[src/rtl/vc_dest_arbiter.sv]
// Pops words from two virtual-channel FIFOs (VC0 priority, VC1 starvation guard)
// and routes each word to destination FIFO D0 or D1 from one bit of the word.
module vc_dest_arbiter #(
    parameter int data_width   = 6,
    parameter int DEST_BIT     = 4,
    parameter int STARVE_LIMIT = 4,
    parameter int CNT_WIDTH    = 5
) (
    input  logic                  i_clk,
    input  logic                  i_reset,
    input  logic                  i_vc0_empty,
    input  logic                  i_vc1_empty,
    input  logic [data_width-1:0] i_vc0_data,
    input  logic [data_width-1:0] i_vc1_data,
    input  logic                  i_d0_almost_full,
    input  logic                  i_d1_almost_full,
    input  logic                  i_d0_full,
    input  logic                  i_d1_full,
    output logic                  o_vc0_pop,
    output logic                  o_vc1_pop,
    output logic                  o_d0_push,
    output logic                  o_d1_push,
    output logic [data_width-1:0] o_d_data,
    output logic [CNT_WIDTH-1:0]  o_cnt_d0,
    output logic [CNT_WIDTH-1:0]  o_cnt_d1,
    output logic                  o_overflow_error,
    output logic                  o_idle
);

    localparam logic [3:0] LP_STARVE = 4'(STARVE_LIMIT);

    typedef enum logic [1:0] {
        IDLE   = 2'd0,
        ACTIVE = 2'd1,
        STALL  = 2'd2
    } state_t;

    state_t                r_state;
    state_t                w_state_next;
    logic [3:0]            r_starve_cnt;
    logic                  r_pend_valid;
    logic                  r_pend_src;
    logic [data_width-1:0] r_d_data;
    logic [1:0]            r_push;
    logic [1:0]            w_push_next;
    logic [1:0]            w_full;
    logic                  r_overflow;
    logic                  w_pause;
    logic                  w_force1;
    logic                  w_vc0_pop;
    logic                  w_vc1_pop;
    logic [data_width-1:0] w_sel;

    // Destination is unknown until the word is read, so either flag stalls.
    assign w_pause  = i_d0_almost_full | i_d1_almost_full;
    assign w_force1 = (r_starve_cnt == LP_STARVE) & ~i_vc1_empty;
    assign w_full   = {i_d1_full, i_d0_full};

    always_ff @(posedge i_clk or posedge i_reset) begin
        if (i_reset) begin
            r_state <= IDLE;
        end else begin
            r_state <= w_state_next;
        end
    end

    always_comb begin
        w_state_next = IDLE;
        w_vc0_pop    = 1'b0;
        w_vc1_pop    = 1'b0;
        if (w_pause) begin
            w_state_next = STALL;
        end else if (~i_vc0_empty | ~i_vc1_empty) begin
            w_state_next = ACTIVE;
        end
        if (r_state == ACTIVE) begin
            w_vc1_pop = ~i_vc1_empty & (i_vc0_empty | w_force1);
            w_vc0_pop = ~i_vc0_empty & ~w_force1;
        end
    end

    always_ff @(posedge i_clk or posedge i_reset) begin
        if (i_reset) begin
            r_starve_cnt <= 4'd0;
        end else if (w_vc1_pop || i_vc1_empty) begin
            r_starve_cnt <= 4'd0;
        end else if (w_vc0_pop && (r_starve_cnt != LP_STARVE)) begin
            r_starve_cnt <= r_starve_cnt + 4'd1;
        end
    end

    // FIFO read data is valid the cycle after the pop; route it from the pending source.
    assign w_sel       = r_pend_src ? i_vc1_data : i_vc0_data;
    assign w_push_next = {r_pend_valid & w_sel[DEST_BIT], r_pend_valid & ~w_sel[DEST_BIT]};

    always_ff @(posedge i_clk or posedge i_reset) begin
        if (i_reset) begin
            r_pend_valid <= 1'b0;
            r_pend_src   <= 1'b0;
            r_push       <= 2'b00;
            r_d_data     <= '0;
            r_overflow   <= 1'b0;
        end else begin
            r_pend_valid <= w_vc0_pop | w_vc1_pop;
            r_pend_src   <= w_vc1_pop;
            r_push       <= w_push_next;
            if (r_pend_valid) begin
                r_d_data <= w_sel;
            end
            if (|(r_push & w_full)) begin
                r_overflow <= 1'b1;
            end
        end
    end

    genvar gi;
    generate
        for (gi = 0; gi < 2; gi++) begin : gen_dest
            logic [CNT_WIDTH-1:0] r_cnt;
            always_ff @(posedge i_clk or posedge i_reset) begin
                if (i_reset) begin
                    r_cnt <= '0;
                end else if (r_push[gi]) begin
                    r_cnt <= r_cnt + {{(CNT_WIDTH-1){1'b0}}, 1'b1};
                end
            end
        end
    endgenerate

    assign o_vc0_pop        = w_vc0_pop;
    assign o_vc1_pop        = w_vc1_pop;
    assign o_d0_push        = r_push[0];
    assign o_d1_push        = r_push[1];
    assign o_d_data         = r_d_data;
    assign o_cnt_d0         = gen_dest[0].r_cnt;
    assign o_cnt_d1         = gen_dest[1].r_cnt;
    assign o_overflow_error = r_overflow;
    assign o_idle           = (r_state == IDLE) & ~r_pend_valid & ~r_push[0] & ~r_push[1];

endmodule

[config.mk]
export PLATFORM = sky130hd
export DESIGN_NAME = vc_dest_arbiter
export DESIGN_NICKNAME = d
export VERILOG_FILES = /design/src/rtl/vc_dest_arbiter.sv
export SDC_FILE = /design/constraint.sdc
export NUM_CORES = 1
export LEC_CHECK = 0
export CAP_MARGIN = 0
export CORE_MARGIN = 4
export CORE_UTILIZATION = 23
export DETAILED_ROUTE_END_ITERATION = 6
export MAX_ROUTING_LAYER = met4
export PLACE_DENSITY = 0.54
export SLEW_MARGIN = 20
export SYNTH_ARGS = -nofsm -noshare
export SYNTH_HDL_FRONTEND = slang
export SYNTH_SLANG_ARGS = --single-unit
[constraint.sdc]
create_clock -name i_clk -period 3.05 [get_ports i_clk]
set_clock_uncertainty 0.1 [all_clocks]
set_input_delay 0.7625 -clock i_clk [delete_from_list [all_inputs] [get_ports i_clk]]
set_output_delay 0.7625 -clock i_clk [all_outputs]
set_load 0.02 [all_outputs]
# ---- Yosys cells after proc, flatten, opt, wreduce, memory -nomap -nowiden
# Cells that the tools add are included.
dict set report classes {
  n_bitwise 20
  n_addsub 3
  eq_ne 3
  reduce_logical 5
  mux 7
}
# cell count
set op_table {}
lappend op_table {{5-bit by 1-bit adder with 5-bit output (second input constant)} 2}
lappend op_table {{1-bit AND} 8}
lappend op_table {{4-bit 2-to-1 mux} 2}
lappend op_table {{1-bit inverter} 7}
lappend op_table {{6-bit 2-to-1 mux} 1}
lappend op_table {{4-bit by 1-bit adder with 4-bit output (second input constant)} 1}
lappend op_table {{4-bit by 3-bit equality test with 1-bit output (second input constant)} 1}
lappend op_table {{4-bit by 3-bit inequality test with 1-bit output (second input constant)} 1}
lappend op_table {{1-bit OR} 4}
lappend op_table {{1-bit 2-to-1 mux} 3}
lappend op_table {{2-bit AND} 1}
lappend op_table {{2-bit by 1-bit equality test with 1-bit output (second input constant)} 1}
lappend op_table {{2-bit zero test} 1}
lappend op_table {{2-bit 2-to-1 mux} 1}
lappend op_table {{2-bit nonzero test} 1}
lappend op_table {{2-bit OR reduction} 1}
lappend op_table {{1-bit logical AND} 1}
lappend op_table {{1-bit logical OR} 1}
dict set report totals {
  input_bits 20
  out_inout_bits 22
  regBits 27
}

# ---- Depth between registers and ports, before layout
# Gate-level depths: netlist of run 1.
dict set report depth {
  depth_word 8
  mapped_depth 5
  depth_no_buf 5
}

# ---- Worst setup path before layout of run 1
# OpenSTA, ideal clock, no wires.
dict set report synth_timing {
  kind {in2out}
  start {input i_vc1_empty}
  end {output o_vc0_pop}
  arrival_ps 1579
  setup_slack_ps 608
  cell_stages 3
  cell_sequence {clkbuf_1 inv_1 a21boi_0}
}
dict set report synth_via {
  elab_chain_len 5
}
# item line_no
set synth_lines {}
lappend synth_lines {{start, declared} 12} ;# input logic i_vc1_empty,
lappend synth_lines {{1-bit inverter} 56} ;# assign w_force1 = (r_starve_cnt == LP_STARVE) & ~i_vc1_empty;
lappend synth_lines {{1-bit AND} 56}
lappend synth_lines {{1-bit inverter} 78} ;# w_vc0_pop = ~i_vc0_empty & ~w_force1;
lappend synth_lines {{1-bit AND} 78}
lappend synth_lines {{1-bit 2-to-1 mux} 76} ;# if (r_state == ACTIVE) begin
lappend synth_lines {{end, declared} 19} ;# output logic o_vc0_pop,
# No other way between the ends.

# ---- Final worst setup path of run 1
dict set report layout_timing {
  start {input i_vc0_empty}
  end {output o_vc0_pop}
}
dict set report layout_via {
  elab_chain_len 3
}
# item line_no
set layout_lines {}
lappend layout_lines {{start, declared} 11} ;# input logic i_vc0_empty,
lappend layout_lines {{1-bit inverter} 78}
lappend layout_lines {{1-bit AND} 78}
lappend layout_lines {{1-bit 2-to-1 mux} 76}
# No other way between the ends.

==> results of run 1 <==
sequential cells by signal, indices dropped and copies added, names as in the netlist:
register          cells
o_cnt_d0              5
o_overflow_error      1
o_d_data              6
r_pend_valid          1
o_cnt_d1              5
r_starve_cnt          4
r_pend_src            1
r_state               2
r_push                2
worst register-to-register path, stage by stage, from the launching register on:
cell and delay (ns):
sky130_fd_sc_hd__dfrtp_1 0.45, sky130_fd_sc_hd__inv_1 0.07, sky130_fd_sc_hd__ha_1 0.20, sky130_fd_sc_hd__and3b_4 0.21, sky130_fd_sc_hd__or4_1 0.50, sky130_fd_sc_hd__a31oi_1 0.17
area by class of cell:
class	count	area, um2	share of cell area
Inverter	4	15.0	0.00858
Clock inverter	1	7.51	0.00429
Tap cell	70	87.6	0.0501
Sequential cell	27	677	0.387
Clock buffer	3	41.3	0.0236
Multi-Input combinational cell	68	483	0.276
Timing Repair Buffer	45	438	0.250
path summary, 6_finish.rpt:
path / startpoint / to / depth (start not counted)
hold / removal: o_cnt_d1[4] / o_cnt_d1[4] / 1
setup reg to reg: r_starve_cnt[0] / r_starve_cnt[3] / 5
setup / recovery: i_vc0_empty / o_vc0_pop / 4
min in group asynchronous: i_reset / o_cnt_d0[3] / 3
hold reg to reg: o_cnt_d1[4] / o_cnt_d1[4] / 1
max in group asynchronous: i_reset / r_pend_valid / 3
power by group through the flow:
stage | sequential [mW] | combinational [mW] | clock, mW
after floorplan | 0.520 | 0.0682 | 0
after global placement | 0.465 | 0.274 | 0
after detailed placement | 0.469 | 0.279 | 0
after CTS | 0.462 | 0.281 | 0.218
after global routing | 0.471 | 0.299 | 0.236
final | 0.459 | 0.276 | 0.208
metal layers:
| layer | vias to the layer above | part of all wire | global-route usage |
|---|---|---|---|
| met3 | 0 | 0.070 | 0.0370 |
| met2 | 27 | 0.50 | 0.151 |
| met5 | - | 0 | - |
| li1 | 451 | - | - |
| met4 | 0 | 0 | 0.0220 |
| met1 | 449 | 0.43 | 0.109 |
cells in the final DEF, fill, tap and decap left out, types with 4 or more instances in the layout:
cell type	n
sky130_fd_sc_hd__clkdlybuf4s50_1	39
sky130_fd_sc_hd__nand4_1	4
sky130_fd_sc_hd__a21oi_1	9
sky130_fd_sc_hd__buf_4	4
sky130_fd_sc_hd__nor2_1	10
sky130_fd_sc_hd__inv_1	4
sky130_fd_sc_hd__ha_1	4
sky130_fd_sc_hd__mux2i_1	6
sky130_fd_sc_hd__xnor2_1	6
sky130_fd_sc_hd__nand2_1	5
sky130_fd_sc_hd__dfrtp_1	26
repair_timing:
action / 4_1_cts / 5_1_grt
pin swaps: 0 / 0
setup endpoints to repair: 2 / 1
hold buffers: 0 / 0
hold endpoints to repair: 0 / 0
resized for setup: 2 / 1
buffers inserted: 0 / 0
stage by stage:
step                      setup TNS, ns  hold slack, ns  cell area, um2  utilization
after global routing                  0           0.395            1750        0.345
final                                 0           0.376            1750        0.345
after floorplan                       0           0.412            1200            -
after CTS                             0           0.385            1750        0.344
after global placement           -0.103           0.360            1700        0.335
after detailed placement         -0.275           0.371            1700        0.335
cell usage after synthesis (all sizes together):
cell / instances / area share
xor2: 2 / 0.015
a32o: 1 / 0.0084
a221o: 1 / 0.0084
dfrtp: 27 / 0.56
or4: 3 / 0.019
nand4: 4 / 0.021
nand2b: 1 / 0.0052
ha: 4 / 0.042
nor2b: 1 / 0.0052
a31o: 1 / 0.0073
nor3: 1 / 0.0042
or2: 1 / 0.0052
nand3b: 1 / 0.0063
or4b: 1 / 0.0084
buf: 3 / 0.011
a31oi: 1 / 0.0052
a21oi: 9 / 0.038
nand2: 5 / 0.016
a21boi: 1 / 0.0063
xnor2: 6 / 0.044
and3b: 1 / 0.010
nor2: 10 / 0.031
mux2i: 6 / 0.050
inv: 4 / 0.013
and2: 1 / 0.0052
clkbuf: 3 / 0.0094
nor3b: 2 / 0.013
mux2: 2 / 0.019
nand4b: 1 / 0.0073
nand3: 1 / 0.0042
cells by family after synthesis:
logic type	Yosys count	share of synthesized area
simple gates	34	0.161
flops	27	0.564
compound gates	14	0.0731
buf+inv	10	0.0334
xor+xnor	8	0.0585
mux	8	0.0689
fa+ha+maj	4	0.0418
==> results.cfg, run 1 <==
[routing]
vias = 927
drt-pass1-iter-count = 4
via_per_inst = 4.25
drtIter0Drc = 48
route.antenna.remaining_nets = 0
wl_per_cell_um = 12.6
route.final.wire_length_mm = 2.75
drc_markers = 0

[timing]
final.min_clock_period_ns = 2.93
timing.final.setup_violations = 0
final.setup.worst_slack_ns = 0.120
unrepaired_setup_endpoints_after_global_routing = no
max-slew-margin-rel = 0.770
timing_worst_slew_pin_value_ns = 0.345
finalHoldViolations = 0
timing.final.crit_share = 0.961
achievable-frequency_mhz = 341
final-max-slew-violation-count = 0

[cells_and_area]
post_route_cells_drive_above_1_share = 0.0878
growth_of_design_area_from_synthesis_to_finish_pct = 45.9
antenna_cells_inserted = 0
nFillCells = 533
post_layout_nonfiller_instances = 218
final_net_count = 173

[critical_path]
cp_cell_sequence = clkdlybuf4s50_1 -> nor3b_1 -> a21boi_0 -> dlygate4sd2_1
crit_type = in2out
timing.critical_path.slowest_stage_cell = sky130_fd_sc_hd__clkdlybuf4s50_1
crit_path_max_incr_delay_ns = 0.44
regToRegSetupSlack_ns = 1.28
cp_num_buf_inv = 2
crit_path_dat_ns = 2.07
setup.worst_path.start_class = input port
critical_path.top_delay_family = buffers and inverters
worst-path-max-fanout = 3
endpoint_kind = output port
cp.required_ns = 2.19

[die]
die-width_um = 80.2
ioPinCount = 42
core-area_mm2 = 0.00507
floorplan.die_area_mm2 = 0.00643
std_cell_rows = 26
die-height_um = 80.2
floorplan.initialDensity = 0.236

[clock_tree]
cts_root_buffer = sky130_fd_sc_hd__clkbuf_8
worst_skew_pair.late_latency_ns = 0.27
cts_buffer_depth = 2
cts_tree = built
cts_clk_pin_slew_worst_paths_ns = 0.09
cts_buffers = 3
cts.htree.levels = 1
tritoncts_num_sinks = 27

[global_route]
track_usage = 0.0930
gr-total-overflow = 0
grt_pass1_vias = 1035
grt_pass1_wl_mm = 4.69
antenna_found_initial = 0
grt_start_max_net_pins = 28

[synthesis]
post_synth.cell_area_avg_um2 = 11.4
synthesis.yosys.warnings = 0
postSynthRegisterBits = 27
yosys_cell_types = 31
mappedNetlistNets = 129
syn_inst = 105
yosysSeqAreaShare = 0.564
synth.cell_area_mm2 = 0.00120

[power_and_ir_drop]
pwr-share-comb = 0.293
netSwitchingFraction = 0.312
netSwitchingPower_mw = 0.294
clock_power_share = 0.220
cell_internal_power_dissipation_mw = 0.649
power.density_mw_per_mm2 = 539
share_seq_of_total_power = 0.487
vdd.ir_drop.worst_mv = 0.187
totalPowerFinal_mw = 0.942
static-leakage-power_nw = 0.714

[placed_design]
place_inst = 214
dp.final_hpwl_mm = 2.13
detailedPlace.worstSlack_ns = -0.185
gp_routability_congestion = 0.769
port-buffer-count = 41

[worst_hold_path]
hold_class = reg2reg

[flow_run]
drv.max_cap_violation_count = 0

[run_status]
run_status = finished, final reports clean
No activity file was read; power rests on OpenSTA's default activity.
==> run 2: changes to the inputs <==
--- a/config.mk
+++ b/config.mk
@@ -6,7 +6,7 @@
 export NUM_CORES = 1
 export LEC_CHECK = 0
 export CAP_MARGIN = 0
-export CORE_MARGIN = 4
+export CORE_MARGIN = 2
 export CORE_UTILIZATION = 23
 export DETAILED_ROUTE_END_ITERATION = 6
 export MAX_ROUTING_LAYER = met4
==> constraint.sdc (replaced) <==
create_clock -name i_clk -period 3.05 [get_ports i_clk]
set_clock_uncertainty 0.1 [all_clocks]
set_input_delay 0.7625 -clock i_clk [delete_from_list [all_inputs] [get_ports i_clk]]
set_output_delay 0.7625 -clock i_clk [all_outputs]
set_load 0.005 [all_outputs]
==> results.cfg, run 2 (synthesized netlist as in run 1, its figures left out) <==
[run_status]
run_status = finished, final reports clean

[cells_and_area]
post_layout_nonfiller_instances = 218
post_route_cells_drive_above_1_share = 0.0946
final_design_area_no_fill_mm2 = 0.00176
nFillCells = 527
final_net_count = 173
layout_commonest_cell = sky130_fd_sc_hd__clkdlybuf4s50_1
leading_cell_types_in_the_layout_fill_and_taps_excluded = 41 x sky130_fd_sc_hd__clkdlybuf4s50_1, 27 x sky130_fd_sc_hd__dfrtp_1, 10 x sky130_fd_sc_hd__nor2_1, 9 x sky130_fd_sc_hd__a21oi_1
growth_of_design_area_from_synthesis_to_finish_pct = 46.7
largest_register_ff_count = 6
antenna_cells_inserted = 0

[clock_tree]
cts_buffers = 3
cts_tree = built
worst_skew_pair.late_latency_ns = 0.27
cts-hold-fix-buffers = 0
cts_root_buffer = sky130_fd_sc_hd__clkbuf_8
cts_clk_pin_slew_worst_paths_ns = 0.09
cts_buffer_depth = 2
tritoncts_num_sinks = 27
post-cts-setup-buffer-count = 0
cts.htree.levels = 1

[power_and_ir_drop]
pwr-share-comb = 0.246
netSwitchingPower_mw = 0.221
netSwitchingFraction = 0.255
cell_internal_power_dissipation_mw = 0.646
share_seq_of_total_power = 0.529
power.density_mw_per_mm2 = 493
vdd.ir_drop.worst_mv = 0.265
static-leakage-power_nw = 0.714
clock_power_share = 0.226

[timing]
unrepaired_setup_endpoints_after_global_routing = no
timing.final.setup_violations = 0
final-max-slew-violation-count = 0
setup_total_negative_slack_ns = 0
timing.final.crit_share = 0.978
timing_worst_slew_pin_value_ns = 0.380
max-slew-margin-rel = 0.747
final.min_clock_period_ns = 2.98
finalHoldViolations = 0
achievable-frequency_mhz = 335

[die]
floorplan.initialDensity = 0.236
core-area_mm2 = 0.00507
std_cell_rows = 26
ioPinCount = 42
die-width_um = 76.2
floorplan.die_area_mm2 = 0.00580
die-height_um = 76.2

[placed_design]
dp.final_hpwl_mm = 1.94
gp_routability_congestion = 0.801
port-buffer-count = 41
place_inst = 214
postPlaceCellArea_mm2 = 0.00170

[critical_path]
startpoint = i_vc0_empty
crit_path_max_incr_delay_ns = 0.51
critical_path.top_delay_family = buffers and inverters
crit_path_dat_ns = 2.12
regToRegSetupSlack_ns = 1.31
worst-path-stages = 4
worst-path-max-fanout = 3
worstReg2RegStart = r_starve_cnt[0]
critical_path.most_common_cell = sky130_fd_sc_hd__clkdlybuf4s50_1
r2r_cells = 5
cp.required_ns = 2.19
cp_num_buf_inv = 2
cp_cell_sequence = clkdlybuf4s50_1 -> nor3b_2 -> a21boi_1 -> clkdlybuf4s50_1
crit_type = in2out
setup.worst_path.start_class = input port
endpoint_kind = output port
timing.critical_path.slowest_stage_cell = sky130_fd_sc_hd__clkdlybuf4s50_1
ff_to_ff_end = r_starve_cnt[1]
endpoint = o_vc0_pop

[routing]
drtIter0Drc = 38
drc_markers = 0
vias = 931
via_per_inst = 4.27
wl_per_cell_um = 11.4
route.antenna.remaining_nets = 0
route.final.wire_length_mm = 2.49
drt-pass1-iter-count = 4

[worst_hold_path]
hold_class = reg2reg

[flow_run]
drv.max_cap_violation_count = 0

[global_route]
grt_start_max_net_pins = 28
grt_pass1_wl_mm = 4.45
gr-total-overflow = 0
grt_pass1_vias = 981
antenna_found_initial = 0
track_usage = 0.0954
run 2: what timing repair did:
item,CTS,global route
hold endpoints to repair,0,0
pin swaps,0,0
resized for setup,1,2
setup endpoints to repair,1,2
run 2: metal layers:
metal / share of wire / vias up / track usage
met5: 0 / - / -
met4: 0.0028 / 0 / 0.0164
met3: 0.051 / 2 / 0.0296
met2: 0.49 / 26 / 0.168
met1: 0.46 / 451 / 0.109
li1: - / 452 / -
run 2: worst min-delay path by stage:
stage	slack (ns)	depth (start not counted)	to	start
after global routing	0.40	1	o_cnt_d1[4]	o_cnt_d1[4]
after global placement	0.36	1	o_cnt_d1[4]	o_cnt_d1[4]
final	0.37	1	o_cnt_d0[4]	o_cnt_d0[4]
after floorplan	0.37	1	o_cnt_d1[4]	o_cnt_d1[4]
after detailed placement	0.37	1	o_cnt_d0[4]	o_cnt_d0[4]
after CTS	0.38	1	o_cnt_d0[4]	o_cnt_d0[4]
run 2: area by class of cell:
type	instances	area [um2]	area share
Clock buffer	3	41.3	0.0235
Clock inverter	1	5.00	0.00285
Inverter	4	15.0	0.00854
Multi-Input combinational cell	68	493	0.280
Sequential cell	27	676	0.384
Tap cell	70	87.6	0.0498
Timing Repair Buffer	45	440	0.251
run 2: stage by stage:
step	setup WS (ns)	util	power, mW	hold slack, ns
2_1_floorplan	0.922	-	0.530	0.368
3_3_place_gp	0.0116	0.335	0.678	0.359
3_5_place_dp	0.0125	0.335	0.683	0.366
4_1_cts	0.0323	0.345	0.883	0.383
5_1_grt	0.0186	0.346	0.928	0.396
6_report	0.0682	0.346	0.867	0.374
run 2: power groups by stage:
stage          Combinational (mW)  Sequential (mW)  Clock (mW)
6_report                    0.213            0.458       0.196
4_1_cts                     0.216            0.460       0.206
3_3_place_gp                0.212            0.467           0
2_1_floorplan              0.0673            0.462           0
5_1_grt                     0.236            0.469       0.222
3_5_place_dp                0.215            0.468           0
==> run 3: changes to the inputs <==
==> constraint.sdc (replaced) <==
create_clock -name i_clk -period 2.95 [get_ports i_clk]
set_clock_uncertainty 0.1 [all_clocks]
set_input_delay 0.7375 -clock i_clk [delete_from_list [all_inputs] [get_ports i_clk]]
set_output_delay 0.7375 -clock i_clk [all_outputs]
set_load 0.005 [all_outputs]
==> results.cfg, run 3 (synthesized netlist as in run 1, its figures left out) <==
[run_status]
run_status = finished, final reports clean

[worst_hold_path]
hold_path.startpoint = o_cnt_d1[4]
hold-path-endpoint = o_cnt_d1[4]
whs_path_depth = 1
hold_class = reg2reg

[routing]
drt-pass1-iter-count = 4
drtIter0Drc = 35
wl_per_cell_um = 12.4
route.antenna.remaining_nets = 0
route.final.wire_length_mm = 2.71
vias = 935
drc_markers = 0
via_per_inst = 4.29

[cells_and_area]
antenna_cells_inserted = 0
final_net_count = 173
post_route_cells_drive_above_1_share = 0.108
layout_commonest_cell = sky130_fd_sc_hd__clkdlybuf4s50_1
leading_cell_types_in_the_layout_fill_and_taps_excluded = 40 x sky130_fd_sc_hd__clkdlybuf4s50_1, 26 x sky130_fd_sc_hd__dfrtp_1, 10 x sky130_fd_sc_hd__nor2_1, 9 x sky130_fd_sc_hd__a21oi_1
growth_of_design_area_from_synthesis_to_finish_pct = 47.2
nFillCells = 523
largest_register_ff_count = 6
finalCoreUtilization = 0.348
final_design_area_no_fill_mm2 = 0.00176

[die]
ioPinCount = 42
std_cell_rows = 26
floorplan.die_area_mm2 = 0.00580
floorplan.initialDensity = 0.236
die-height_um = 76.2
die-width_um = 76.2
core-area_mm2 = 0.00507

[placed_design]
postPlaceCellArea_mm2 = 0.00170
gp_routability_congestion = 0.761
port-buffer-count = 41
dp.final_hpwl_mm = 2.06

[power_and_ir_drop]
static-leakage-power_nw = 0.710
vdd.ir_drop.worst_mv = 0.230
totalPowerFinal_mw = 0.904
power.density_mw_per_mm2 = 513

[timing]
achievable-frequency_mhz = 349
timing_worst_slew_pin_value_ns = 0.340
finalHoldViolations = 0
final.min_clock_period_ns = 2.87
timing.final.setup_violations = 0
final-max-slew-violation-count = 0
hold_slack_ns = 0.386
timing.final.crit_share = 0.971
setup_total_negative_slack_ns = 0
max-slew-margin-rel = 0.773
unrepaired_setup_endpoints_after_global_routing = no

[critical_path]
timing.critical_path.slowest_stage_cell = sky130_fd_sc_hd__clkdlybuf4s50_1
cp_cell_sequence = clkdlybuf4s50_1 -> inv_1 -> a21boi_2 -> clkdlybuf4s50_1
critical_path.most_common_cell = sky130_fd_sc_hd__clkdlybuf4s50_1
r2r_cells = 5
crit_path_dat_ns = 2.03
cp.required_ns = 2.11
crit_type = in2out
worst-path-max-fanout = 5
worstReg2RegStart = r_starve_cnt[0]
ff_to_ff_end = r_starve_cnt[1]
endpoint_kind = output port
setup.worst_path.start_class = input port
regToRegSetupSlack_ns = 1.18
crit_path_max_incr_delay_ns = 0.57

[global_route]
grt_start_max_net_pins = 28
grt_pass1_vias = 1022
antenna_found_initial = 0
gr-total-overflow = 0
grt_pass1_wl_mm = 4.69
track_usage = 0.100

[clock_tree]
post-cts-setup-buffer-count = 0
cts.htree.levels = 1
cts_buffer_depth = 2
cts_root_buffer = sky130_fd_sc_hd__clkbuf_8
cts_buffers = 3
cts-hold-fix-buffers = 0
cts_clk_pin_slew_worst_paths_ns = 0.09
tritoncts_num_sinks = 27
worst_skew_pair.late_latency_ns = 0.27
cts_tree = built

[flow_run]
drv.max_cap_violation_count = 0
==> run 3: cell types whose count changed in the layout (fill, tap and decap cells not counted) <==
cell / before / now
sky130_fd_sc_hd__dfrtp_2: 0 / 1
sky130_fd_sc_hd__clkdlybuf4s50_1: 41 / 40
sky130_fd_sc_hd__dfrtp_1: 27 / 26
sky130_fd_sc_hd__clkinv_2: 1 / 0
sky130_fd_sc_hd__a21boi_2: 0 / 1
sky130_fd_sc_hd__clkinvlp_4: 0 / 1
sky130_fd_sc_hd__a21boi_1: 1 / 0
sky130_fd_sc_hd__dlygate4sd2_1: 0 / 1
==> run 3: critical path, delay by kind of cell <==
| family | cells | cell delay, ns |
|---|---|---|
| compound gates | 1 | 0.12 |
| buf+inv | 3 | 1.16 |
==> run 3: worst max path at each step <==
stage / from / end / slack (ns) / cells past startpoint
4_1_cts: i_vc1_empty / o_vc0_pop / 0.08 / 4
3_5_place_dp: i_vc0_empty / o_vc0_pop / -0.15 / 4
6_report: i_vc1_empty / o_vc0_pop / 0.08 / 4
3_3_place_gp: i_vc0_empty / o_vc0_pop / -0.03 / 4
2_1_floorplan: i_vc1_empty / o_vc0_pop / 0.87 / 3
5_1_grt: r_starve_cnt[0] / o_vc1_pop / 0.004 / 6
==> run 3: timing repair <==
item / in CTS / in global routing
endpoints found under the setup margin: 2 / 1
gates resized for setup: 5 / 1
pin swaps: 1 / 0
==> run 3: metal layers <==
metal	vias up	global-route usage	routed length [um]	share of wire
met5	-	-	0	0
met4	0	0.0164	15	0.0055
met3	2	0.0296	126	0.047
met2	26	0.173	1360	0.50
met1	458	0.119	1200	0.44
li1	449	-	-	-
==> run 3: final cells by class <==
cell class,instances,area [um2],share of cell area
timing repair buffer,45,439,0.249
tap,70,87.6,0.0496
clock inverter,1,7.51,0.00426
clock buffer,3,41.3,0.0234
inverter,4,15.0,0.00851
sequential,27,677,0.384
multi-input combinational,68,497,0.282
==> run 3: power breakdown <==
group          internal (mW)  total (mW)  leakage, nW  switching [mW]
logic                  0.150       0.220        0.346          0.0704
clock network         0.0958       0.210       0.0217           0.114
registers              0.424       0.474        0.342          0.0502
==> run 3: through the flow <==
step / std cells / setup slack (ns)
floorplan: 105 / 0.872
global placement: 214 / -0.0331
detailed placement: 214 / -0.151
CTS: 218 / 0.0765
global route: 218 / 0.00384
finish: 218 / 0.0848
